<file path="config.mk">
export PLATFORM = sky130hd
export DESIGN_NAME = intersection_ctrl
export DESIGN_NICKNAME = d
export VERILOG_FILES = /design/src/rtl/intersection_ctrl_pkg.sv /design/src/rtl/intersection_ctrl_tick_gen.sv /design/src/rtl/intersection_ctrl.sv
export SDC_FILE = /design/constraint.sdc
export NUM_CORES = 1
export LEC_CHECK = 0
export CORE_MARGIN = 1
export CORE_UTILIZATION = 55
export DETAILED_ROUTE_END_ITERATION = 7
export PLACE_DENSITY = 0.76
export SLEW_MARGIN = 20
export SYNTH_ARGS = -nofsm -noshare
export SYNTH_HDL_FRONTEND = slang
export SYNTH_SLANG_ARGS = --single-unit
</file>
<file path="constraint.sdc">
create_clock -name clk -period 3.5 [get_ports clk]
set_input_delay 0.7 -clock clk [delete_from_list [all_inputs] [get_ports clk]]
set_output_delay 0.7 -clock clk [all_outputs]
set_load 0.02 [all_outputs]
</file>
<file path="src/rtl/intersection_ctrl_pkg.sv">
// Shared types and constants for the intersection controller.
// FLASH state exists only when INTERSECTION_FLASH_EN is defined.
package intersection_pkg;

  localparam int DUR_W = 5;

  typedef enum logic [2:0] {
    MAIN_G = 3'd0,
    MAIN_Y = 3'd1,
    CLR1   = 3'd2,
    SIDE_G = 3'd3,
    SIDE_Y = 3'd4,
    CLR2   = 3'd5,
    WALK   = 3'd6
`ifdef INTERSECTION_FLASH_EN
    , FLASH = 3'd7
`endif
  } state_e;

  localparam logic [2:0] LT_GREEN  = 3'b001;
  localparam logic [2:0] LT_YELLOW = 3'b010;
  localparam logic [2:0] LT_RED    = 3'b100;
  localparam logic [2:0] LT_OFF    = 3'b000;

  // Short mode halves the green phase length.
  function automatic logic [DUR_W-1:0] green_dur(input logic [DUR_W-1:0] g,
                                                 input logic short_mode);
    return short_mode ? (g >> 1) : g;
  endfunction

endpackage

</file>
<file path="src/rtl/intersection_ctrl_tick_gen.sv">
// Free-running divider producing a one-cycle tick every TICK_DIV clocks.
module tick_gen #(
  parameter int TICK_DIV = 50000000
) (
  input  logic clk,
  input  logic rst,
  output logic tick
);

  localparam int CW = (TICK_DIV > 1) ? $clog2(TICK_DIV) : 1;
  localparam logic [CW-1:0] LAST = CW'(TICK_DIV - 1);

  logic [CW-1:0] cnt_q;
  logic [CW-1:0] cnt_d;

  assign tick = (cnt_q == LAST);

  // Wrap to zero on the tick cycle, otherwise count up.
  always_comb begin
    cnt_d = cnt_q;
    if (tick) begin
      cnt_d = {CW{1'b0}};
    end else begin
      cnt_d = cnt_q + CW'(1);
    end
  end

  // Counter register.
  always_ff @(posedge clk or posedge rst) begin
    if (rst) begin
      cnt_q <= {CW{1'b0}};
    end else begin
      cnt_q <= cnt_d;
    end
  end

endmodule

</file>
<file path="src/rtl/intersection_ctrl.sv">
// Two-road intersection scheduler with all-red clearance and pedestrian walk.
// Define INTERSECTION_FLASH_EN to add the night-flash mode and the night input.
module intersection_ctrl
  import intersection_pkg::*;
#(
  parameter int TICK_DIV = 50000000,
  parameter int GREEN_T  = 15,
  parameter int YELLOW_T = 3,
  parameter int CLR_T    = 1,
  parameter int WALK_T   = 8
) (
  input  logic             clk,
  input  logic             rst,
  input  logic             mode_short,
  input  logic             car_side,
  input  logic             ped_req,
`ifdef INTERSECTION_FLASH_EN
  input  logic             night,
`endif
  output logic [2:0]       light_main,
  output logic [2:0]       light_side,
  output logic             walk,
  output logic             ped_ack,
  output logic [DUR_W-1:0] down_cnt
);

  localparam logic [DUR_W-1:0] GREEN_D  = DUR_W'(GREEN_T);
  localparam logic [DUR_W-1:0] YELLOW_D = DUR_W'(YELLOW_T);
  localparam logic [DUR_W-1:0] CLR_D    = DUR_W'(CLR_T);
  localparam logic [DUR_W-1:0] WALK_D   = DUR_W'(WALK_T);

  state_e           state_q, state_d, adv_state_s;
  logic [DUR_W-1:0] down_q, down_d, adv_down_s, green_s;
  logic             pend_q, pend_d;
  logic             sync1_q, sync1_d, sync2_q, sync2_d, prev_q, prev_d;
  logic             tick_s, rise_s, enter_walk_s, in_flash_s, state_ok_s;
  logic [2:0]       main_s, side_s;
  logic             walk_s;

  tick_gen #(.TICK_DIV(TICK_DIV)) u_tick_gen (
    .clk  (clk),
    .rst  (rst),
    .tick (tick_s)
  );

  assign green_s      = green_dur(GREEN_D, mode_short);
  assign rise_s       = sync2_q & ~prev_q;
  assign enter_walk_s = (state_d == WALK) && (state_q != WALK);
  assign state_ok_s   = (state_q <= WALK) | in_flash_s;

`ifdef INTERSECTION_FLASH_EN
  logic blink_q, blink_d;
  assign in_flash_s = (state_q == FLASH);

  // Blink phase restarts lit on FLASH entry and toggles on every night tick.
  always_comb begin
    blink_d = blink_q;
    if (tick_s && night) begin
      blink_d = in_flash_s ? ~blink_q : 1'b1;
    end else begin
      blink_d = blink_q;
    end
  end

  // Blink register.
  always_ff @(posedge clk or posedge rst) begin
    if (rst) begin
      blink_q <= 1'b0;
    end else begin
      blink_q <= blink_d;
    end
  end
`else
  assign in_flash_s = 1'b0;
`endif

  // Normal phase advance for a tick; main road rests in green without demand.
  always_comb begin
    adv_state_s = state_q;
    adv_down_s  = down_q;
    if (down_q > 5'd1) begin
      adv_down_s = down_q - 5'd1;
    end else begin
      case (state_q)
        MAIN_G: begin
          if (car_side || pend_q) begin
            adv_state_s = MAIN_Y;
            adv_down_s  = YELLOW_D;
          end else begin
            adv_state_s = MAIN_G;
            adv_down_s  = 5'd1;
          end
        end
        MAIN_Y: begin adv_state_s = CLR1;   adv_down_s = CLR_D;    end
        CLR1:   begin adv_state_s = SIDE_G; adv_down_s = green_s;  end
        SIDE_G: begin adv_state_s = SIDE_Y; adv_down_s = YELLOW_D; end
        SIDE_Y: begin adv_state_s = CLR2;   adv_down_s = CLR_D;    end
        CLR2: begin
          if (pend_q) begin
            adv_state_s = WALK;
            adv_down_s  = WALK_D;
          end else begin
            adv_state_s = MAIN_G;
            adv_down_s  = green_s;
          end
        end
        WALK:    begin adv_state_s = MAIN_G; adv_down_s = green_s; end
        default: begin adv_state_s = CLR2;   adv_down_s = CLR_D;   end
      endcase
    end
  end

  // Next-state selection: illegal encodings recover through all-red CLR2.
  always_comb begin
    state_d = state_q;
    down_d  = down_q;
    if (!state_ok_s) begin
      state_d = CLR2;
      down_d  = CLR_D;
    end else if (tick_s) begin
`ifdef INTERSECTION_FLASH_EN
      if (night) begin
        state_d = FLASH;
        down_d  = {DUR_W{1'b0}};
      end else if (in_flash_s) begin
        state_d = CLR2;
        down_d  = CLR_D;
      end else begin
        state_d = adv_state_s;
        down_d  = adv_down_s;
      end
`else
      state_d = adv_state_s;
      down_d  = adv_down_s;
`endif
    end else begin
      state_d = state_q;
      down_d  = down_q;
    end
  end

  // Pedestrian request latch; clearing on WALK entry beats a simultaneous edge.
  always_comb begin
    sync1_d = ped_req;
    sync2_d = sync1_q;
    prev_d  = sync2_q;
    pend_d  = pend_q;
    if (enter_walk_s) begin
      pend_d = 1'b0;
    end else if (rise_s && (state_q != WALK) && !in_flash_s) begin
      pend_d = 1'b1;
    end else begin
      pend_d = pend_q;
    end
  end

  // State, countdown and request registers.
  always_ff @(posedge clk or posedge rst) begin
    if (rst) begin
      state_q <= MAIN_G;
      down_q  <= GREEN_D;
      pend_q  <= 1'b0;
      sync1_q <= 1'b0;
      sync2_q <= 1'b0;
      prev_q  <= 1'b0;
    end else begin
      state_q <= state_d;
      down_q  <= down_d;
      pend_q  <= pend_d;
      sync1_q <= sync1_d;
      sync2_q <= sync2_d;
      prev_q  <= prev_d;
    end
  end

  // Lamp decode; anything unexpected shows all-red.
  always_comb begin
    main_s = LT_RED;
    side_s = LT_RED;
    walk_s = 1'b0;
    case (state_q)
      MAIN_G: begin main_s = LT_GREEN;  side_s = LT_RED;    end
      MAIN_Y: begin main_s = LT_YELLOW; side_s = LT_RED;    end
      SIDE_G: begin main_s = LT_RED;    side_s = LT_GREEN;  end
      SIDE_Y: begin main_s = LT_RED;    side_s = LT_YELLOW; end
      WALK:   begin main_s = LT_RED;    side_s = LT_RED;    walk_s = 1'b1; end
`ifdef INTERSECTION_FLASH_EN
      FLASH: begin
        main_s = blink_q ? LT_YELLOW : LT_OFF;
        side_s = blink_q ? LT_RED : LT_OFF;
      end
`endif
      default: begin main_s = LT_RED; side_s = LT_RED; walk_s = 1'b0; end
    endcase
  end

  assign light_main = main_s;
  assign light_side = side_s;
  assign walk       = walk_s;
  assign ped_ack    = pend_q;
  assign down_cnt   = down_q;

endmodule

</file>
==> impl_metrics.env <==
export IMPL_wirelength_per_cell_um=13.7
export IMPL_period_share=0.767
export IMPL_yosys_top_cells_area="dfrtp_1 41%, dfstp_2 5.0%, nor2_1 5.0%"
export IMPL_sequential_cell_area_um2=956
export IMPL_rsz_0062_raised_after_global_routing="false"
export IMPL_setup_violations=0
export IMPL_drive_gt1_frac=0.100
export IMPL_layout_min_cycle_time_ns=2.69
export IMPL_clock_tree_buffer_depth=2
export IMPL_port_buffer_count=17
export IMPL_route_antenna_remaining_nets=0
export IMPL_design_portCount=18
export IMPL_grt_pass1_vias=1515
export IMPL_critPathKind="register to output port"
export IMPL_cts_num_sinks=38
export IMPL_max_cap_viol_count=0
export IMPL_grt_max_degree=39
export IMPL_synth_area_per_cell_um2=9.90
export IMPL_cts_repair_resized=0
export IMPL_mapped_cells=211
export IMPL_die_area_um2=4050
export IMPL_edff_count_synth=0
export IMPL_met2RoutedLength_um=1890
export IMPL_timing_critical_path_fanout_max=13
export IMPL_yosysSeqAreaShare=0.458
export IMPL_min_path_type="register to register"
export IMPL_detailedPlacementHpwl_um=2640
export IMPL_syn2layout_area_growth_pct=12.6
export IMPL_tritoncts_clock_tree="yes"
export IMPL_timing_critical_path_max_delay_family="buffers and inverters"
export IMPL_synth_cells_most_frequent="34 x dfrtp_1, 28 x nor2_1, 11 x nand2_1, 11 x xnor2_1, 11 x xor2_1"
export IMPL_setup_ws_ns=0.814
export IMPL_top_layer="met4"
export IMPL_power_per_cell_area_nw_per_um2=330
export IMPL_path_clk_slew_ns=0.08
export IMPL_remaining_drc_errors=0
export IMPL_grt_usage=0.214
export IMPL_drtIter0Drc=135
export IMPL_crit_path_cell_trace="inv_1, and3_1, nor2_1, clkdlybuf4s50_1"
export IMPL_detailroute_via_count=1576
export IMPL_syn_num_nets=219
export IMPL_numCtsBuffers=5
export IMPL_postSynth_asyncResetShare=1.00
export IMPL_synthDistinctLibCells=54
export IMPL_synth_top_cell_by_area="dfrtp_1"
export IMPL_initial_core_util=0.570
export IMPL_total_leakage_power_uw=0.00100
export IMPL_max_freq_mhz=372
export IMPL_slew_limit_headroom=0.651
export IMPL_worst_path_largest_cell_delay_ns=0.61
export IMPL_synth_most_common_cell="dfrtp_1"
export IMPL_critical_path_arrival_ns=1.99
export IMPL_postSynthRegisterBits=38
export IMPL_clock_tree_root_cell="clkbuf_8"
export IMPL_timing_critical_path_from_type="register"
export IMPL_routed_via_density=5.67
export IMPL_postCtsHoldBufs=0
export IMPL_grt_antenna_before_repair=0
export IMPL_cpMaxStageDelayCell="clkdlybuf4s50_1"
export IMPL_dp_cells=270
export IMPL_fp_dieH_um=63.6
export IMPL_vdd_ir_drop_max_uv=244
export IMPL_worstPathBufferInverterCount=2
export IMPL_tns_ns=0
export IMPL_tightestPinTransition_ns=0.523
export IMPL_antenna_diode_count=0
export IMPL_pre_antenna_drt_iters=4
export IMPL_gp_routability_congestion=0.835
export IMPL_final_cell_count_no_fill=278
export IMPL_clkLatencyLatePin_ns=0.29
export IMPL_yosysTopAreaCellShare=0.407
export IMPL_placeable_core_region_um2=3660
export IMPL_multi_input_comb_area_um2=1020
export IMPL_first_pass_grt_wire_length_um=6760
export IMPL_data_required_time_of_the_critical_path_ns=2.80
export IMPL_finClkSkew_ns=0.00972
export IMPL_status="completed"
export IMPL_final_max_slew_viol_count=0
export IMPL_worstSetupEndpointType="output port"
export IMPL_floorplan_die_width_um=63.6
export IMPL_postSynth_topFlopCell="dfrtp_1"
export IMPL_dp_worst_setup_slack_ns=1.15
export IMPL_cell_area_after_synthesis_um2=2090
export IMPL_nFillCells=310
export IMPL_grt_overflow_total=0
export IMPL_fp_row_count=22
export IMPL_cts_repair_timing_setup_buffer_count=0
export IMPL_met3_length_um=115
export IMPL_htree_num_levels=2
export IMPL_detail_route_wirelength_met1_um=1810
export IMPL_wirelength_um=3820
export IMPL_number_of_warnings_issued_by_yosys=0
export IMPL_final_nets=237
export IMPL_timing_final_hold_violations=0
==> state kept, by name, indices dropped and copies added (netlist names) <==
register          cells
down_cnt              5
state_q               3
u_tick_gen.cnt_q     26
sync1_q               1
prev_d                1
prev_q                1
ped_ack               1
==> cells by family (layout without fill, tap and decap cells) <==
family / after synthesis / count (layout) / synth area share
XOR/XNOR: 22 / 22 / 0.0923
flip-flops: 38 / 38 / 0.458
adder cells (fa/ha/maj): 3 / 3 / 0.0180
multiplexers: 3 / 3 / 0.0168
AO/OA/AOI/OAI: 28 / 28 / 0.0929
buffers and inverters: 17 / 36 / 0.0533
AND/OR/NAND/NOR: 100 / 100 / 0.269
==> power breakdown <==
part           total, uW  internal, uW  switching (uW)
clock                308           159             149
combinational       21.4          9.28            12.1
sequential           446           442            3.94
total                776           610             165
==> area by class of cell <==
cell class,instances,area share
inverters,8,0.0128
flip-flops and latches,38,0.407
repair buffers,20,0.0820
well taps,48,0.0255
multi-input cells,156,0.434
clock buffers,7,0.0367
clock inverters,1,0.00213
==> worst reg2reg max path: cells and delay by family, from the launching register on <==
kind,cells,cell delay (ns)
compound gates,2,0.42
simple gates,3,1.34
flops,1,0.43
==> placed cells by master, fill, tap and decap left out, types with 3 or more instances in the layout <==
cell type	n
clkdlybuf4s50_1	17
inv_1	8
and2_1	4
nor3_1	8
ha_1	3
and3_1	6
nand2_1	11
or3_1	3
nand3_1	10
xnor2_1	11
clkbuf_8	6
buf_4	3
o21ai_0	3
xor2_1	11
dfstp_2	4
dfrtp_1	34
nor2_1	28
a21oi_1	6
nor2b_1	4
nand4_1	8
==> worst paths after layout <==
path,start,to,slack (ns),depth (start not counted)
min in group asynchronous,rst,prev_q,0.81,3
max in group asynchronous,rst,down_cnt[1],2.34,3
setup reg to reg,u_tick_gen.cnt_q[16],state_q[1],1.21,5
hold reg to reg,sync1_q,prev_d,0.36,0
hold / removal,sync1_q,prev_d,0.36,0
setup / recovery,state_q[0],light_side[2],0.81,4
==> metal layers <==
layer  global-route usage  up-vias
met3               0.0543        2
met4               0.0511        0
met2                0.364       26
met1                0.271      765
li1                     -      783
met5                    0        -
==> through the flow <==
step	hold slack, ns	util	cell area (um2)	total power [uW]
global route	0.379	0.642	2350	806
detailed placement	0.345	0.617	2260	477
finish	0.361	0.642	2350	776
floorplan	0.331	-	2090	465
CTS	0.366	0.642	2350	787
global placement	0.334	0.617	2260	476
Power figures use the tool's default switching activity.
